--- src/rtl/fifo_stream_reader.sv ---
`default_nettype none
// ============================================================================
//  Module   : fifo_stream_reader
//  Purpose  : Pops a synchronous FIFO (one-cycle read latency) into a 2-entry
//             buffer and presents it as a framed valid/ready stream.
//             Define READER_STATS_EN to add the stall_cnt output.
//  Revision : 1.0 - initial release
// ============================================================================
module fifo_stream_reader #(
    parameter int DATA_WIDTH = 8,
    parameter int FRAME_LEN  = 4,
    parameter int CNT_WIDTH  = 16
) (
    input  logic                  clk,
    input  logic                  rst,
    input  logic                  enable,
    input  logic                  flush,
    input  logic                  fifo_empty,
    output logic                  fifo_rd,
    input  logic [DATA_WIDTH-1:0] fifo_data,
    output logic                  m_valid,
    input  logic                  m_ready,
    output logic [DATA_WIDTH-1:0] m_data,
    output logic                  m_last,
    output logic [CNT_WIDTH-1:0]  frame_cnt,
    output logic                  busy
`ifdef READER_STATS_EN
    ,
    output logic [CNT_WIDTH-1:0]  stall_cnt
`endif
);

    localparam int c_IDX_W = (FRAME_LEN > 1) ? $clog2(FRAME_LEN) : 1;
    localparam logic [c_IDX_W-1:0] c_LAST_IDX = c_IDX_W'(FRAME_LEN - 1);

    typedef enum logic [1:0] {
        S_IDLE   = 2'd0,
        S_ACTIVE = 2'd1,
        S_STOP   = 2'd2
    } state_t;

    state_t                r_state;
    logic [1:0]            r_occ;
    logic                  r_inflight;
    logic [DATA_WIDTH-1:0] r_buf0;
    logic [DATA_WIDTH-1:0] r_buf1;
    logic [c_IDX_W-1:0]    r_idx;
    logic [CNT_WIDTH-1:0]  r_frame_cnt;

    logic                  w_pop;
    logic                  w_head_last;
    logic [1:0]            w_level;

    assign w_pop       = (r_occ != 2'd0) && m_ready;
    assign w_head_last = (r_idx == c_LAST_IDX);
    // occ + inflight never exceeds 2, so the 2-bit sum cannot wrap
    assign w_level     = r_occ + {1'b0, r_inflight} - {1'b0, w_pop};

    assign fifo_rd   = !rst && enable && !flush && !fifo_empty && (w_level < 2'd2);
    assign m_valid   = (r_occ != 2'd0);
    assign m_data    = r_buf0;
    assign m_last    = m_valid && w_head_last;
    assign frame_cnt = r_frame_cnt;
    assign busy      = (r_occ != 2'd0) || r_inflight || (r_state != S_IDLE);

    always_ff @(posedge clk) begin
        if (rst) begin
            r_state     <= S_IDLE;
            r_occ       <= 2'd0;
            r_inflight  <= 1'b0;
            r_buf0      <= '0;
            r_buf1      <= '0;
            r_idx       <= '0;
            r_frame_cnt <= '0;
        end else begin
            r_inflight <= fifo_rd;
            if (w_pop) begin
                r_idx <= w_head_last ? '0 : r_idx + c_IDX_W'(1);
                if (w_head_last) begin
                    r_frame_cnt <= r_frame_cnt + CNT_WIDTH'(1);
                end
            end
            if (flush) begin
                // a word arriving this cycle is simply not captured
                r_occ   <= 2'd0;
                r_idx   <= '0;
                r_state <= enable ? S_ACTIVE : S_IDLE;
            end else begin
                r_occ <= w_level;
                case ({r_inflight, w_pop})
                    2'b10: begin
                        if (r_occ == 2'd0) r_buf0 <= fifo_data;
                        else               r_buf1 <= fifo_data;
                    end
                    2'b01: r_buf0 <= r_buf1;
                    2'b11: begin
                        if (r_occ == 2'd2) begin
                            r_buf0 <= r_buf1;
                            r_buf1 <= fifo_data;
                        end else begin
                            r_buf0 <= fifo_data;
                        end
                    end
                    default: ;
                endcase
                case (r_state)
                    S_IDLE:   if (enable) r_state <= S_ACTIVE;
                    S_ACTIVE: if (!enable) r_state <= S_STOP;
                    S_STOP: begin
                        if (enable)                                r_state <= S_ACTIVE;
                        else if ((r_occ == 2'd0) && !r_inflight)   r_state <= S_IDLE;
                    end
                    default:  r_state <= S_IDLE;
                endcase
            end
        end
    end

`ifdef READER_STATS_EN
    logic [CNT_WIDTH-1:0] r_stall_cnt;

    always_ff @(posedge clk) begin
        if (rst) begin
            r_stall_cnt <= '0;
        end else if (m_ready && !m_valid && (r_state == S_ACTIVE) && (r_stall_cnt != '1)) begin
            r_stall_cnt <= r_stall_cnt + CNT_WIDTH'(1);
        end
    end

    assign stall_cnt = r_stall_cnt;
`endif

endmodule
`default_nettype wire
--- config.mk ---
export PLATFORM = sky130hd
export DESIGN_NAME = fifo_stream_reader
export DESIGN_NICKNAME = d
export VERILOG_FILES = /design/src/rtl/fifo_stream_reader.sv
export SDC_FILE = /design/constraint.sdc
export NUM_CORES = 1
export LEC_CHECK = 0
export ABC_AREA = 1
export BUFFER_PORTS_ARGS = -buffer_cell sky130_fd_sc_hd__clkbuf_2
export CORE_UTILIZATION = 58
export CTS_CLUSTER_SIZE = 20
export DETAILED_ROUTE_END_ITERATION = 16
export PLACE_DENSITY = 0.92
export RECOVER_POWER = 100
export SYNTH_ARGS = -nofsm -noshare
export SYNTH_HDL_FRONTEND = slang
export SYNTH_SLANG_ARGS = --single-unit
--- constraint.sdc ---
create_clock -name clk -period 2.74 [get_ports clk]
set_input_delay 0.548 -clock clk [delete_from_list [all_inputs] [get_ports clk]]
set_output_delay 0.548 -clock clk [all_outputs]
set_load 0.05 [all_outputs]
; Yosys cells after proc, flatten, opt, wreduce, memory -nomap -nowiden
; Index checks and enable logic that the tools add are counted.
[word_totals]
ff_bits = 39
input_bits = 14
out_inout_bits = 28
word_cells = 64
[classes]
n_addsub = 4
magnitude_cmp = 1
n_eq_ne = 13
mux = 14
bitwise = 1
n_reduce_logical = 24
[ops]
columns = operator, n
row1 = $mux W8, 4
row2 = $pmux W8 S3, 1
row3 = $add A16 B1 Y16 const B, 1
row4 = $pmux W8 S2, 1
row5 = $mux W2, 6
row6 = $eq A2 B2 Y1 const B, 5
row7 = $logic_and A1 B1 Y1, 7
row8 = $ne A2 B2 Y1 const B, 3
row9 = $ne A3 B3 Y1 const B, 2
row10 = $pmux W2 S3, 1
row11 = $reduce_and A3 Y1, 2
row12 = $reduce_bool A2 Y1, 3
row13 = $eq A2 B1 Y1 const B, 2
row14 = $logic_not A1 Y1, 4
row15 = $logic_not A2 Y1, 2
row16 = $ne A4 B4 Y1 const B, 1
row17 = $reduce_and A4 Y1, 1
row18 = $reduce_bool A3 Y1, 1
row19 = $add A2 B1 Y2, 1
row20 = $add A2 B1 Y2 const B, 1
row21 = $logic_or A1 B1 Y1, 2
row22 = $lt A2 B2 Y1 const B, 1
row23 = $reduce_and A2 Y1, 1
row24 = $reduce_or A2 Y1, 1
row25 = other kinds (3), 3

; Longest topological paths before layout
; Gate-level depths: netlist of the first run.
[logic_depth]
word_depth = 6
depth_mapped = 12
mapped_depth_nobuf = 11

; Worst setup path after synthesis of the first run
; OpenSTA, ideal clock, no wires.
[synth_timing]
path_kind = register -> output
start = reg r_occ[0]
end = out fifo_rd
arrival_time_ps = 2027
required_time_ps = 2192
slack_ps = 165
path_stages_with_launch = 8
n_path_buf = 0
path_cell_list = dfxtp_1 inv_1 nand2_2 nand2_1 ha_1 ha_1 xor2_1 and3_1
[synth_via]
elab_chain_cells = 5
elab_cells_between_ends = 6
classes_between = add/sub: 2 / order compare: 1 / reduce/logical: 3
[synth_rtl]
columns = element, line_no
row1 = from (decl), 43  ; logic [1:0] r_occ;
row2 = from (signal assigned), 89  ; r_occ <= w_level;
row3 = $reduce_bool A2 Y1, --
row4 = net m_valid, 21  ; output logic m_valid,
row5 = $logic_and A1 B1 Y1, 54  ; assign w_pop = (r_occ != 2'd0) && m_ready;
row6 = $sub A2 B1 Y2, 57  ; assign w_level = r_occ + {1'b0, r_inflight} - {1'b0, w_pop};
row7 = $lt A2 B2 Y1, 59  ; assign fifo_rd = !rst && enable && !flush && !fifo_empty && (w_level < 2'd2);
row8 = $logic_and A1 B1 Y1, 59
row9 = to (decl), 19  ; output logic fifo_rd,
; The timed path passes the listed nets, and every way through them passes these cells.

; Final worst setup path of the first run
[layout_timing]
start = reg r_occ[0]
end = out fifo_rd
[layout_via]
elab_chain_cells = 5
elab_cells_between_ends = 6
classes_between = add/sub: 2 / order compare: 1 / reduce/logical: 3
[layout_rtl]
columns = element, line_no
row1 = $reduce_bool A2 Y1, 54
row2 = $logic_and A1 B1 Y1, 54
row3 = net w_pop, 50  ; logic w_pop;
row4 = $sub A2 B1 Y2, 57
row5 = $lt A2 B2 Y1, 59
row6 = $logic_and A1 B1 Y1, 59
; The timed path passes the listed nets, and every way through them passes these cells.

==> flow_summary.rst, run 1 <==
.. list-table::
   :header-rows: 1

   * - Metric
     - Value
   * - Initial Utilization
     - 62.7%
   * - Endpoint kind of the worst setup timing path
     - primary output
   * - Clk buf depth
     - 2
   * - Maximum Capacitance Violations
     - 0
   * - Share of power burned in registers
     - 61.9%
   * - Antenna violations before repair
     - 0
   * - Worst endpoint required time
     - 2.19 ns
   * - Top library cells by usage in the layout, fill and taps aside
     - sky130_fd_sc_hd__nor2_1 (69), sky130_fd_sc_hd__nand2_1 (53), sky130_fd_sc_hd__inv_1 (47)
   * - Number of CTS-inserted buffers
     - 5
   * - Global-route wire length before repair
     - 6550 um
   * - Number of nets with antenna violations after routing
     - 0
   * - Number of instances on the worst hold path
     - 2
   * - Flop and latch count out of synthesis
     - 39
   * - Final hold violations
     - 0
   * - Clk pin slew, worst setup/hold paths
     - 0.11 ns
   * - Total count of max-transition violations in the final report
     - 0
   * - P_leak
     - 0.000927 uW
   * - Drt via density
     - 4.91
   * - Largest net degree at the start of global routing
     - 28
   * - Combinational fraction of design power
     - 8.2%
   * - Setup TNS after final layout
     - 0 ns
   * - Worst slack, placed
     - 0.184 ns
   * - Detail-routed net length per standard cell
     - 10.2 um
   * - Setup Crit Path Kind
     - flip-flop to primary output
   * - Startpoint of the most critical setup path
     - r_occ[0]
   * - Max IR drop VDD
     - 0.000313 V
   * - Clock root buffer master
     - sky130_fd_sc_hd__clkbuf_4
   * - Vert. Die Dim
     - 60.4 um
   * - Total of warnings raised by yosys
     - 0
   * - Final min period
     - 2.56 ns
   * - Fraction of layout cells with a size suffix above 1
     - 8.66%
   * - Netlist area before placement
     - 1980 sq um
   * - Initial DRC count
     - 85
   * - Arrival time at the worst endpoint
     - 2.01 ns
   * - Setup repair after global routing missed its margin
     - false
   * - Internal power of the cells
     - 694 uW
   * - Class of the most critical hold timing path
     - flip-flop to flip-flop
   * - Run status
     - finished, final reports clean
   * - TritonCTS clock tree
     - done
   * - Period utilization
     - 93.3%
   * - Synthesized netlist cell count
     - 289
   * - Number of H-tree branching levels
     - 2
   * - Worst slew margin relative to its limit
     - 24.2%
   * - Die boundary width
     - 60.4 um
   * - Slack of the critical path
     - 0.184 ns
   * - Total via count in the routed design
     - 1860
   * - Post-Synthesis Net Count
     - 311
   * - Average footprint of a synthesized cell
     - 6.84 sq um
   * - Worst-path maximum fanout
     - 5
   * - Fraction of power spent switching nets
     - 25.5%
   * - Die footprint
     - 3650 sq um
   * - Source-to-sink clock delay at the later pin of the worst-skew pair
     - 0.33 ns
   * - Critical path launch point type
     - flip-flop
   * - Most frequent standard cell in the layout excluding fill and tap cells
     - sky130_fd_sc_hd__nor2_1
   * - Nets
     - 356
   * - Transition time at the pin with the least slew margin
     - 1.14 ns
   * - Overflow left after global routing
     - 0
   * - Port Buffers
     - 41
   * - GRT Overall Usage
     - 23.7%
   * - Via count of the first global-routing pass
     - 1689
   * - Total setup violations reported at the end of the flow
     - 0
   * - Max frequency
     - 391 MHz
   * - Switching pwr
     - 238 uW
   * - Drc violations
     - 0
   * - Total wire length after detailed routing
     - 3850 um
   * - Origin of the critical flop-to-flop path
     - r_occ[0]
   * - Placeable core area
     - 3150 sq um
   * - Number of different library cells in the post-synthesis netlist
     - 26
   * - Fin Hold WS
     - 0.488 ns
   * - Number of rows created at floorplan
     - 20
   * - Antenna diode count
     - 0
   * - Depth of the worst register-to-register path
     - 10
   * - Ports
     - 42
   * - Clk_skew
     - 0.00633 ns
   * - Critical hold path startpoint
     - r_buf1[7]
   * - Post-DP HPWL
     - 2830 um
   * - Pwr dens
     - 425 nW/um^2
   * - CTS Hold Bufs
     - 0
   * - Placer Congestion
     - 0.849
   * - Share of power burned in the clock network
     - 29.9%
   * - Synth-to-layout area growth
     - 10.9%
   * - Clock Sinks
     - 39
   * - Register area share after synthesis
     - 39.5%
   * - First-pass iteration count of the detailed router
     - 4
==> per-layer routing <==
layer | vias up | track usage (%) | part of all wire [%]
met2 | 55 | 42.4 | 49
met5 | - | 0 | 0
met3 | 4 | 5.12 | 4.8
met1 | 824 | 26.7 | 45
met4 | 0 | 11.0 | 1.0
li1 | 977 | - | -
==> path summary, 6_finish.rpt <==
kind | to | slack (ns)
max | fifo_rd | 0.18
max reg2reg | r_buf1[6] | 0.39
min reg2reg | r_buf1[7] | 0.49
min | r_buf1[7] | 0.49
==> state kept, by name, summed over array words and instances, names as in the netlist <==
signal / count
frame_cnt: 16
m_data: 8
r_buf1: 8
r_idx: 2
r_inflight: 1
r_occ: 2
r_state: 2
==> cell families (layout without fill, tap and decap cells) <==
group / count (synthesis) / after routing / synth area share [%]
flops: 39 / 39 / 39.5
compound gates: 32 / 32 / 8.86
simple gates: 151 / 151 / 33.0
buf+inv: 53 / 99 / 10.9
fa+ha+maj: 8 / 8 / 5.06
xor+xnor: 6 / 6 / 2.66
==> timing repair <==
| action | in CTS | in global routing |
|---|---|---|
| endpoints found under the setup margin | 1 | 1 |
| pin swaps | 0 | 1 |
| setup buffers | 0 | 1 |
| gates resized for setup | 3 | 1 |
==> per-stage QoR <==
| stage | utilization (%) | cell area [sq um] | power, uW | instances |
|---|---|---|---|---|
| after floorplan | - | 1980 | 644 | 289 |
| after global routing | 69.6 | 2190 | 975 | 379 |
| after detailed placement | 70.1 | 2210 | 668 | 370 |
| after global placement | 70.1 | 2210 | 666 | 370 |
| final | 69.6 | 2190 | 932 | 379 |
| after CTS | 71.8 | 2260 | 943 | 378 |
==> final cells by class <==
| class | instances | area [sq um] |
|---|---|---|
| fillers | 305 | 958 |
| clock buffers | 7 | 45.0 |
| multi-input cells | 197 | 942 |
| clock inverters | 1 | 5.00 |
| inverters | 48 | 180 |
| repair buffers | 43 | 184 |
| flip-flops and latches | 39 | 783 |
| well taps | 44 | 55.1 |
==> critical path, stage by stage (launching register included) <==
cell and delay, ns:
sky130_fd_sc_hd__dfxtp_2 0.38, sky130_fd_sc_hd__inv_1 0.06, sky130_fd_sc_hd__nand2_2 0.08, sky130_fd_sc_hd__nand2_2 0.09
sky130_fd_sc_hd__inv_1 0.15, sky130_fd_sc_hd__ha_1 0.19, sky130_fd_sc_hd__xnor2_1 0.13, sky130_fd_sc_hd__xor2_1 0.18
sky130_fd_sc_hd__and3_1 0.16, sky130_fd_sc_hd__buf_2 0.25
==> cells in the mapped netlist (all sizes together) <==
library cell,count,area share (%)
a311oi,1,0.44
and3,3,0.95
nand2,55,11
xnor2,4,1.8
a21oi,10,3.1
buf,5,1.8
dfxtp,39,39
xor2,2,0.89
ha,8,5.1
nor3,8,2.3
nand3b,1,0.38
nor2,72,15
o21ai,21,5.3
inv,48,9.1
nand4,4,1.3
nand3,8,2.7
==> power groups by stage <==
| stage | logic (uW) | clock network [uW] | registers (uW) |
|---|---|---|---|
| floorplan | 41.9 | 0 | 602 |
| finish | 76.6 | 279 | 577 |
| detailed placement | 79.0 | 0 | 589 |
| CTS | 79.5 | 286 | 577 |
| global route | 84.0 | 313 | 578 |
| global placement | 76.9 | 0 | 589 |
Note: power is estimated with default switching activity, not from simulation.
==> run 2: changes to the inputs <==
ABC_AREA = unset   (was 1)
CORE_UTILIZATION = 56   (was 58)
PLACE_DENSITY = 0.91   (was 0.92)
==> flow_summary.rst, run 2 <==
.. list-table::
   :header-rows: 1

   * - Metric
     - Value
   * - Number of CTS-inserted buffers
     - 5
   * - Most common cell in the netlist
     - sky130_fd_sc_hd__dfxtp_1
   * - Area contributors post-synth
     - sky130_fd_sc_hd__dfxtp_1 (44%), sky130_fd_sc_hd__nor2_1 (6.4%), sky130_fd_sc_hd__ha_1 (5.7%)
   * - Drt via density
     - 5.62
   * - EDFF count, synth
     - 0
   * - GRT Overall Usage
     - 24.6%
   * - Fraction of layout cells with a size suffix above 1
     - 30.0%
   * - Total via count in the routed design
     - 1585
   * - Origin of the critical flop-to-flop path
     - r_occ[1]
   * - Most used standard cells in the synthesized netlist
     - sky130_fd_sc_hd__dfxtp_1 (39), sky130_fd_sc_hd__nor2_1 (30), sky130_fd_sc_hd__nor3_1 (12)
   * - Number of instances on the worst hold path
     - 2
   * - Setup Crit Path Kind
     - flip-flop to primary output
   * - Setup slack of the worst register-to-register path
     - 0.62 ns
   * - Cell seen most often among critical-path stages
     - sky130_fd_sc_hd__xnor2_2
   * - Violations in the final reports
     - max-capacitance violations, max-slew violations
   * - Worst slew margin relative to its limit
     - -2.21%
   * - Transition time at the pin with the least slew margin
     - 1.53 ns
   * - Register area share after synthesis
     - 44.3%
   * - Core utilization of the finished layout
     - 74.3%
   * - Total wire length after detailed routing
     - 3700 um
   * - Crit path cell chain
     - o21ai_2 -> ha_1 -> ha_2 -> xnor2_2 -> xnor2_2 -> nor4b_4 -> clkbuf_8
   * - Multi-input combinational cell area
     - 968 sq um
   * - Flip-flop count of the largest register after layout
     - 16
   * - Vert. Die Dim
     - 58.1 um
   * - P_leak
     - 0.000944 uW
   * - TritonCTS clock tree
     - done
   * - Critical path launch point type
     - flip-flop
   * - Total count of max-transition violations in the final report
     - 38
   * - Pwr dens
     - 442 nW/um^2
   * - Cell Count, Final, Fillers Out
     - 282
   * - Run status
     - complete, but fails checks
   * - Critical hold path startpoint
     - enable
   * - Post-Synthesis Net Count
     - 214
   * - Number of H-tree branching levels
     - 2
   * - Worst path max stage delay
     - 0.37 ns
   * - Ports
     - 42
   * - First-pass iteration count of the detailed router
     - 4
   * - Average footprint of a synthesized cell
     - 9.18 sq um
   * - Antenna violations before repair
     - 0
   * - Initial DRC count
     - 69
   * - Fin Hold WS
     - 0.391 ns
   * - Antenna diode count
     - 0
   * - Total of warnings raised by yosys
     - 0
   * - Flop and latch count out of synthesis
     - 39
   * - Overflow left after global routing
     - 0
   * - Area fraction of the dominant cell type after synthesis
     - 44.3%
   * - Period utilization
     - 98.1%
   * - CTS Hold Bufs
     - 0
   * - Class of the most critical hold timing path
     - input pin to flip-flop
   * - Netlist area before placement
     - 1760 sq um
   * - Nets
     - 261
   * - Clk_skew
     - 0.0153 ns
   * - Global-route wire length before repair
     - 6110 um
   * - Reg-to-Reg End
     - r_buf1[4]
   * - Drc violations
     - 0
   * - Die boundary width
     - 58.1 um
   * - # fillers
     - 244
   * - Depth of the worst register-to-register path
     - 8
   * - Worst hold path endpoint
     - r_state[1]
   * - Via count of the first global-routing pass
     - 1442
   * - Worst endpoint required time
     - 2.19 ns
   * - Clk pin slew, worst setup/hold paths
     - 0.10 ns
   * - Endpoint kind of the worst setup timing path
     - primary output
   * - Initial Utilization
     - 61.3%
   * - Detail-routed net length per standard cell
     - 13.1 um
   * - Synthesized netlist cell count
     - 192
   * - Worst-path maximum fanout
     - 4
   * - Cell with the largest stage delay on the worst path
     - sky130_fd_sc_hd__dfxtp_4
   * - Final hold violations
     - 0
   * - Source-to-sink clock delay at the later pin of the worst-skew pair
     - 0.37 ns
   * - Setup repair after global routing missed its margin
     - true
   * - Number of rows created at floorplan
     - 19
   * - Port Buffers
     - 41
   * - FFs w/ async S/R, synth
     - 0%
   * - Max frequency
     - 372 MHz
   * - Number of nets with antenna violations after routing
     - 0
   * - Top library cells by usage in the layout, fill and taps aside
     - sky130_fd_sc_hd__clkbuf_2 (40), sky130_fd_sc_hd__dfxtp_1 (36), sky130_fd_sc_hd__nor2_1 (30)
   * - Clk buf depth
     - 2
   * - Maximum Capacitance Violations
     - 1
   * - Synth-to-layout area growth
     - 21.3%
   * - Final min period
     - 2.69 ns
   * - Ys flop type
     - sky130_fd_sc_hd__dfxtp_1
   * - Total setup violations reported at the end of the flow
     - 0
   * - Clock root buffer master
     - sky130_fd_sc_hd__clkbuf_4
   * - Dominant cell type by area after synthesis
     - sky130_fd_sc_hd__dfxtp_1
   * - Die footprint
     - 3380 sq um
   * - Most frequent standard cell in the layout excluding fill and tap cells
     - sky130_fd_sc_hd__clkbuf_2
   * - Placer Congestion
     - 0.765
   * - Placeable core area
     - 2880 sq um
   * - Arrival time at the worst endpoint
     - 2.14 ns
   * - Clock Sinks
     - 39
   * - Storage element area
     - 790 sq um
   * - Post-DP HPWL
     - 2580 um
   * - Largest net degree at the start of global routing
     - 38
   * - Max IR drop VDD
     - 0.000333 V
   * - Number of instances in the placed design
     - 272
   * - Number of different library cells in the post-synthesis netlist
     - 36
## run 2: cell count changes in the layout (fill, tap and decap cells not counted), moves of 16 or more
cell / before / now
sky130_fd_sc_hd__nand2_1: 53 / 6
sky130_fd_sc_hd__inv_1: 47 / 5
sky130_fd_sc_hd__nor2_1: 69 / 30
sky130_fd_sc_hd__clkbuf_1: 31 / 2
sky130_fd_sc_hd__clkbuf_2: 11 / 40
sky130_fd_sc_hd__o21ai_0: 21 / 5
## run 2: layout make-up
class,count,share of cell area (%)
Sequential cell,39,36.9
Clock buffer,6,1.93
Clock inverter,2,0.585
Timing Repair Buffer,47,11.9
Tap cell,42,2.46
Multi-Input combinational cell,141,45.3
Inverter,5,0.878
## run 2: critical path: cells and delay by family, from the launching register on
| kind | cells | cell delay [ns] |
|---|---|---|
| DFF | 1 | 0.37 |
| adders and majority gates | 2 | 0.44 |
| xor gates and xnor gates | 2 | 0.32 |
| buffers and inverters | 1 | 0.22 |
| AOI/OAI and AO/OA | 1 | 0.15 |
| and+or+nand+nor | 1 | 0.28 |
## run 2: timing repair
item | CTS | global route
gates resized for setup | 5 | 5
pin swaps | 0 | 3
endpoints found under the setup margin | 1 | 1
gates cloned | 0 | 0
setup buffers | 0 | 2
## run 2: cell families (layout without fill, tap and decap cells)
family	Yosys count	count (layout)	share of synthesized area [%]
AO/OA/AOI/OAI	30	30	12.1
XOR/XNOR	9	9	4.47
flip-flops	39	39	44.3
buffers and inverters	12	60	2.63
multiplexers	12	12	7.10
AND/OR/NAND/NOR	82	82	23.7
adder cells (fa/ha/maj)	8	8	5.68
## run 2: routing by layer
| metal | vias to the layer above | part of all wire, % | GRT usage, % |
|---|---|---|---|
| met2 | 45 | 49 | 39.9 |
| met3 | 9 | 5.1 | 5.36 |
| met4 | 0 | 2.7 | 16.3 |
| met1 | 746 | 43 | 29.1 |
| li1 | 785 | - | - |
| met5 | - | 0 | 0 |
## run 2: worst max path at each step
| stage | cells after the start | slack [ns] | end | start |
|---|---|---|---|---|
| floorplan | 6 | 0.12 | fifo_rd | m_ready |
| global placement | 8 | 0.14 | fifo_rd | m_ready |
| detailed placement | 8 | 0.13 | fifo_rd | m_ready |
| CTS | 7 | 0.04 | fifo_rd | r_occ[1] |
| global route | 7 | -0.06 | fifo_rd | r_occ[0] |
| finish | 7 | 0.05 | fifo_rd | r_occ[1] |
## run 2: through the flow
stage          total power (uW)  cell area (sq um)  setup slack, ns  TNS [ns]
6_report                    945               2140           0.0534         0
5_1_grt                     989               2140          -0.0553   -0.0553
4_1_cts                     957               2100           0.0364         0
3_5_place_dp                667               2040            0.126         0
3_3_place_gp                666               2040            0.138         0
2_1_floorplan               641               1780            0.123         0
## run 2: power by group
group	leakage [uW]	internal, uW	switching [uW]	total, uW
clock	0.0000282	98.9	191	290
combinational	0.000599	25.8	54.4	80.2
sequential	0.000317	571	3.94	575
